--- src/rtl/tlb_cp0_ctrl.sv ---
// CP0 TLB register file (Index/Random/EntryLo0/1/PageMask/Wired/EntryHi) and TLBR/TLBWI/TLBWR/TLBP sequencer.
// Optional Wired register: define TLB_CP0_WIRED_EN; otherwise Wired reads 0 and Random spans all entries.
module tlb_cp0_ctrl #(
  parameter int ENTRIES = 32,
  parameter int IDX_W   = $clog2(ENTRIES)
) (
  input  logic             clk,
  input  logic             rst,
  input  logic             op_valid,
  input  logic [1:0]       op_code,
  output logic             op_ready,
  output logic             op_done,
  input  logic             mtc0_we,
  input  logic [4:0]       mtc0_addr,
  input  logic [31:0]      mtc0_wdata,
  input  logic [4:0]       mfc0_addr,
  output logic [31:0]      mfc0_rdata,
  input  logic             exc_tlb,
  input  logic [31:0]      exc_vaddr,
  output logic             tlb_we,
  output logic [IDX_W-1:0] tlb_windex,
  output logic [31:0]      tlb_entryhi,
  output logic [31:0]      tlb_pagemask,
  output logic [31:0]      tlb_entrylo0,
  output logic [31:0]      tlb_entrylo1,
  output logic [IDX_W-1:0] tlb_rd_index,
  input  logic [31:0]      tlb_rd_entryhi,
  input  logic [31:0]      tlb_rd_pagemask,
  input  logic [31:0]      tlb_rd_entrylo0,
  input  logic [31:0]      tlb_rd_entrylo1,
  input  logic [31:0]      tlb_probe_index
);
  localparam logic [1:0] OP_TLBR  = 2'b00;
  localparam logic [1:0] OP_TLBWI = 2'b01;
  localparam logic [1:0] OP_TLBWR = 2'b10;
  localparam logic [1:0] OP_TLBP  = 2'b11;

  localparam logic [31:0] IDX_MASK   = 32'((1 << IDX_W) - 1);
  localparam logic [31:0] PROBE_MASK = 32'h8000_0000 | IDX_MASK;
  localparam logic [31:0] LO_MASK    = 32'h03FF_FFFF;
  localparam logic [31:0] PM_MASK    = 32'h01FF_E000;
  localparam logic [31:0] VPN2_MASK  = 32'hFFFF_E000;
  localparam logic [31:0] ASID_MASK  = 32'h0000_00FF;
  localparam logic [IDX_W-1:0] RND_TOP = IDX_W'(ENTRIES - 1);

  typedef enum logic [1:0] {S_IDLE, S_EXEC, S_DONE} state_t;

  state_t           state_q;
  logic             op_ready_q, op_done_q, tlb_we_q;
  logic [IDX_W-1:0] tlb_windex_q;
  logic [1:0]       op_code_q;

  logic [31:0]      index_q, index_d, entrylo0_q, entrylo0_d, entrylo1_q, entrylo1_d;
  logic [31:0]      pagemask_q, pagemask_d, entryhi_q, entryhi_d;
  logic [IDX_W-1:0] random_q, random_d, wired_val;
  logic             mtc0_ok, wired_wr, capture_r, capture_p;

  assign mtc0_ok   = mtc0_we && (state_q == S_IDLE);
  assign capture_r = (state_q == S_EXEC) && (op_code_q == OP_TLBR);
  assign capture_p = (state_q == S_EXEC) && (op_code_q == OP_TLBP);

`ifdef TLB_CP0_WIRED_EN
  logic [IDX_W-1:0] wired_q, wired_d;
  assign wired_wr = mtc0_ok && (mtc0_addr == 5'd6);

  always_comb begin
    wired_d = wired_q;
    if (wired_wr) wired_d = mtc0_wdata[IDX_W-1:0];
  end

  always_ff @(posedge clk) begin
    if (rst) wired_q <= '0;
    else     wired_q <= wired_d;
  end

  assign wired_val = wired_q;
`else
  assign wired_wr  = 1'b0;
  assign wired_val = '0;
`endif

  always_comb begin
    if (wired_wr || (random_q <= wired_val)) random_d = RND_TOP;
    else                                      random_d = random_q - IDX_W'(1);
  end

  // Capture in EXEC beats exc_tlb, which beats mtc0; an mtc0 to Index never sets P.
  always_comb begin
    index_d    = index_q;
    entrylo0_d = entrylo0_q;
    entrylo1_d = entrylo1_q;
    pagemask_d = pagemask_q;
    entryhi_d  = entryhi_q;
    if (capture_p)
      index_d = tlb_probe_index & PROBE_MASK;
    else if (mtc0_ok && (mtc0_addr == 5'd0))
      index_d = mtc0_wdata & IDX_MASK;
    if (capture_r) begin
      entrylo0_d = tlb_rd_entrylo0 & LO_MASK;
      entrylo1_d = tlb_rd_entrylo1 & LO_MASK;
      pagemask_d = tlb_rd_pagemask & PM_MASK;
      entryhi_d  = tlb_rd_entryhi & (VPN2_MASK | ASID_MASK);
    end else begin
      if (mtc0_ok && (mtc0_addr == 5'd2)) entrylo0_d = mtc0_wdata & LO_MASK;
      if (mtc0_ok && (mtc0_addr == 5'd3)) entrylo1_d = mtc0_wdata & LO_MASK;
      if (mtc0_ok && (mtc0_addr == 5'd5)) pagemask_d = mtc0_wdata & PM_MASK;
      if (exc_tlb)
        entryhi_d = (exc_vaddr & VPN2_MASK) | (entryhi_q & ASID_MASK);
      else if (mtc0_ok && (mtc0_addr == 5'd10))
        entryhi_d = mtc0_wdata & (VPN2_MASK | ASID_MASK);
    end
  end

  always_ff @(posedge clk) begin
    if (rst) begin
      index_q    <= '0;
      entrylo0_q <= '0;
      entrylo1_q <= '0;
      pagemask_q <= '0;
      entryhi_q  <= '0;
      random_q   <= RND_TOP;
    end else begin
      index_q    <= index_d;
      entrylo0_q <= entrylo0_d;
      entrylo1_q <= entrylo1_d;
      pagemask_q <= pagemask_d;
      entryhi_q  <= entryhi_d;
      random_q   <= random_d;
    end
  end

  always_ff @(posedge clk) begin
    if (rst) begin
      state_q      <= S_IDLE;
      op_ready_q   <= 1'b1;
      op_done_q    <= 1'b0;
      tlb_we_q     <= 1'b0;
      tlb_windex_q <= '0;
      op_code_q    <= OP_TLBR;
    end else begin
      op_done_q <= 1'b0;
      tlb_we_q  <= 1'b0;
      case (state_q)
        S_IDLE: begin
          if (op_valid && op_ready_q) begin
            state_q      <= S_EXEC;
            op_ready_q   <= 1'b0;
            op_code_q    <= op_code;
            tlb_we_q     <= (op_code == OP_TLBWI) || (op_code == OP_TLBWR);
            tlb_windex_q <= (op_code == OP_TLBWR) ? random_q : index_q[IDX_W-1:0];
          end
        end
        S_EXEC: begin
          state_q   <= S_DONE;
          op_done_q <= 1'b1;
        end
        S_DONE: begin
          state_q    <= S_IDLE;
          op_ready_q <= 1'b1;
        end
        default: begin
          state_q    <= S_IDLE;
          op_ready_q <= 1'b1;
        end
      endcase
    end
  end

  always_comb begin
    mfc0_rdata = '0;
    case (mfc0_addr)
      5'd0:    mfc0_rdata = index_q;
      5'd1:    mfc0_rdata = 32'(random_q);
      5'd2:    mfc0_rdata = entrylo0_q;
      5'd3:    mfc0_rdata = entrylo1_q;
      5'd5:    mfc0_rdata = pagemask_q;
      5'd6:    mfc0_rdata = 32'(wired_val);
      5'd10:   mfc0_rdata = entryhi_q;
      default: mfc0_rdata = '0;
    endcase
  end

  assign op_ready     = op_ready_q;
  assign op_done      = op_done_q;
  assign tlb_we       = tlb_we_q;
  assign tlb_windex   = tlb_windex_q;
  assign tlb_entryhi  = entryhi_q;
  assign tlb_pagemask = pagemask_q;
  assign tlb_entrylo0 = entrylo0_q;
  assign tlb_entrylo1 = entrylo1_q;
  assign tlb_rd_index = index_q[IDX_W-1:0];

endmodule

--- config.mk ---
export PLATFORM = sky130hd
export DESIGN_NAME = tlb_cp0_ctrl
export DESIGN_NICKNAME = d
export VERILOG_FILES = /design/src/rtl/tlb_cp0_ctrl.sv
export SDC_FILE = /design/constraint.sdc
export NUM_CORES = 1
export LEC_CHECK = 0
export ABC_AREA = 0
export CAP_MARGIN = 5
export CORE_AREA = 2 2 159 161
export CTS_CLUSTER_DIAMETER = 60
export CTS_CLUSTER_SIZE = 8
export DETAILED_ROUTE_END_ITERATION = 10
export DIE_AREA = 0 0 161 163
export PLACE_DENSITY = 0.68
export SYNTH_ARGS = -nofsm -noshare
export SYNTH_HDL_FRONTEND = slang
export SYNTH_SLANG_ARGS = --single-unit
--- constraint.sdc ---
create_clock -name clk -period 2.8 [get_ports clk]
set_input_delay 0.56 -clock clk [delete_from_list [all_inputs] [get_ports clk]]
set_output_delay 0.56 -clock clk [all_outputs]
set_load 0.005 [all_outputs]
==> results.json <==
{
  "n_antenna_cell": 0,
  "hp-class": "register to register",
  "min_path_cells": 1,
  "fillers": 2511,
  "power_frac_comb_pct": 21.2,
  "ant_nets": 0,
  "ff2ff_path_depth": 5,
  "cts_tree": "built",
  "p_sw_share_pct": 26.9,
  "max_freq_mhz": 371,
  "gp_congestion": 0.797,
  "finalSetupViolCount": 0,
  "clk_latency_ps": 410,
  "io_pins": 414,
  "path_buf_inv": 6,
  "p_seq_share_pct": 35.4,
  "syn_avg_cell_area_um2": 8.06,
  "ys_types": 45,
  "final_core_util_pct": 41.4,
  "crit_start": "mfc0_addr[1]",
  "r2r_end": "tlb_pagemask[19]$_SDFFE_PP0P_",
  "grt_max_degree": 71,
  "worstPathRequired_ps": 2240,
  "power_density_nw_per_um2": 522,
  "clockRootBuffer": "clkbuf_16",
  "seq_area_frac_synth_pct": 37.6,
  "drt_iter0_markers": 338,
  "min_period_over_period_pct": 96.3,
  "finalMaxSlewViolations": 0,
  "portBuffers": 300,
  "clockBufferDepth": 2,
  "ys_ff_latch": 114,
  "worstHoldStart": "random_q[0]$_SDFF_PP1_",
  "final_nets": 1296,
  "timing_worst_setup_path_type": "input port to output pin",
  "overflow": 0,
  "sequential_cell_area_um2": 2280,
  "finalClockSkew_ps": 7.77,
  "hpwlAfterDp_um": 18700,
  "relSlewSlack_pct": 46.0,
  "grt_pass1_wl_um": 39300,
  "antenna_found_initial": 0,
  "cp_slowest_cell": "dlygate4sd2_1",
  "synth_top_area_share_pct": 37.6,
  "arrival_ps": 2140,
  "max_cap_viol_count": 0,
  "gr-usage-all-layers_pct": 19.7,
  "synth-main-ff-cell": "dfxtp_1",
  "synth_common_cells": "nand2_1, dfxtp_1, nor2_1, a311oi_1, buf_4",
  "internal-power_mw": 3.90,
  "crit_fanout": 6,
  "crit_family": "buffers and inverters",
  "die_x_um": 161,
  "reg2reg_slack_ps": 710,
  "hold_viol_final": 0,
  "synth_area_leaders": "dfxtp_1, nand2_1, a311oi_1, nor2_1, mux2i_1",
  "leakagePower_nw": 4.19,
  "worst_slew_pin_slew_ps": 810,
  "p_sw_mw": 1.43,
  "wirelength_um": 26500,
  "grt_setup_unrepaired": "false",
  "yosys_warnings": 0,
  "end_kind": "output pin",
  "rr_startpoint": "state_q[0]$_SDFFE_PP0N_",
  "status": "finished, final reports clean",
  "numCtsBuffers": 17,
  "synth_top_cell_by_area": "dfxtp_1",
  "drc_errors": 0,
  "fin_tns_setup_ps": 0,
  "initial_core_util_pct": 24.6,
  "core_um2": 24700,
  "vias": 6750,
  "dr.pass1.iters": 5,
  "min_to": "random_q[0]$_SDFF_PP1_",
  "dieArea_um2": 26200,
  "fin_crit_ps": 2700,
  "clk_pin_slew_ps": 50,
  "drive_gt1_share_pct": 9.68,
  "syn_to_final_growth_pct": 68.2,
  "synthesis.area_um2": 6070,
  "fp.dieH_um": 163,
  "clkSinkCount": 114,
  "grt_pass1_vias": 6658,
  "ctsHoldBuffers": 0,
  "vias_per_cell": 4.84,
  "multi_input_area_um2": 3370,
  "power.total_mw": 5.33,
  "peakVddDrop_mv": 0.248,
  "path_common_cell": "dlygate4sd2_1",
  "clkPwrFrac_pct": 43.3,
  "synth_edf_count": 0,
  "avgRoutedWirePerCell_um": 19.0,
  "syn_inst": 753,
  "critPathMaxStageDelay_ps": 310,
  "rows": 58,
  "synthMostInstantiatedCell": "nand2_1",
  "async_flop_share_pct": 0,
  "crit_path_cell_trace": "dlygate4sd2_1 > nand2b_4 > nor4_4 > buf_6 > buf_4 > buf_8 > a222oi_1 > inv_1 > dlygate4sd2_1",
  "htree_num_levels": 4,
  "worst_setup_path_start_kind": "input port"
}
layout by cell type, fill, tap and decap left out, types with 3 or more instances in the layout:
cell type | netlist | final
dlymetal6s2s_1 | 0 | 8
o21ai_0 | 7 | 6
a222oi_1 | 4 | 4
a211oi_1 | 18 | 18
o211ai_1 | 19 | 19
nand2_1 | 151 | 151
nor2_1 | 114 | 114
conb_1 | 1 | 37
bufinv_16 | 0 | 4
clkdlybuf4s50_1 | 0 | 261
clkbuf_16 | 0 | 17
inv_1 | 9 | 9
clkinv_2 | 0 | 5
ha_1 | 3 | 3
dfxtp_1 | 114 | 114
nor4b_4 | 0 | 4
buf_4 | 42 | 33
or4b_4 | 2 | 3
and2_1 | 5 | 5
buf_12 | 0 | 7
dlygate4sd2_1 | 0 | 25
buf_8 | 0 | 5
a311oi_1 | 52 | 52
mux2_2 | 5 | 5
a22oi_1 | 34 | 34
a21oi_1 | 22 | 22
o311a_1 | 12 | 12
mux2i_1 | 37 | 37
buf_6 | 3 | 7
a22o_1 | 5 | 5
cell families after synthesis:
group	Yosys count	share of synthesized area (%)
AO/OA/AOI/OAI	180	23.4
XOR/XNOR	2	0.289
adder cells (fa/ha/maj)	3	0.618
buffers and inverters	116	10.5
flip-flops	114	37.6
multiplexers	42	7.03
other	1	0.0618
AND/OR/NAND/NOR	295	20.5
power by group through the flow:
| stage | Sequential (mW) | Combinational, mW | Clock, mW |
|---|---|---|---|
| 3_5_place_dp | 1.92 | 1.12 | 0 |
| 5_1_grt | 1.91 | 1.23 | 2.44 |
| 3_3_place_gp | 1.92 | 1.11 | 0 |
| 4_1_cts | 1.89 | 1.13 | 2.36 |
| 6_report | 1.89 | 1.13 | 2.31 |
| 2_1_floorplan | 1.89 | 0.482 | 0 |
worst max-delay path by stage:
stage          depth (start not counted)  slack [ps]             end
2_1_floorplan                          6         370  mfc0_rdata[15]
3_3_place_gp                           7        -520  mfc0_rdata[22]
3_5_place_dp                           7        -510  mfc0_rdata[22]
4_1_cts                                8        -220  mfc0_rdata[18]
5_1_grt                                9          20  mfc0_rdata[15]
6_report                               9         100  mfc0_rdata[25]
per-layer routing:
layer / vias to the layer above / wire (µm) / part of all wire (%) / global-route usage [%]
met4: 0 / 690 / 2.6 / 7.39
met2: 317 / 13100 / 49 / 34.0
met5: - / 0 / 0 / 0
li1: 3234 / - / - / -
met3: 38 / 1850 / 7.0 / 5.30
met1: 3161 / 10900 / 41 / 23.4
sequential cells by signal, indices dropped and copies added, names as in the netlist:
signal,cells
index_q,6
tlb_pagemask,12
op_ready,1
op_code_q,2
tlb_entrylo1,26
state_q,2
tlb_we,1
random_q,5
op_done,1
tlb_windex,5
tlb_entryhi,27
tlb_entrylo0,26
timing repair:
item	CTS	global route
gates resized for setup	57	13
setup endpoints to repair	32	24
gates cloned	3	0
buffers inserted	3	8
pin swaps	4	4
cell type report:
type	count	share of cell area, %
Multi-Input combinational cell	559	33.0
Clock buffer	20	4.37
Inverter	9	0.331
Sequential cell	114	22.3
Tap cell	330	4.04
Timing Repair Buffer	351	34.3
Clock inverter	11	1.58
stage by stage:
stage	setup WS, ps	hold WS, ps	instances	cell area [µm²]
2_1_floorplan	371	395	789	6210
3_3_place_gp	-521	430	1349	9430
3_5_place_dp	-509	437	1349	9430
4_1_cts	-222	450	1386	10100
5_1_grt	18.9	493	1394	10200
6_report	104	446	1394	10200
No activity file was read; power rests on OpenSTA's default activity.
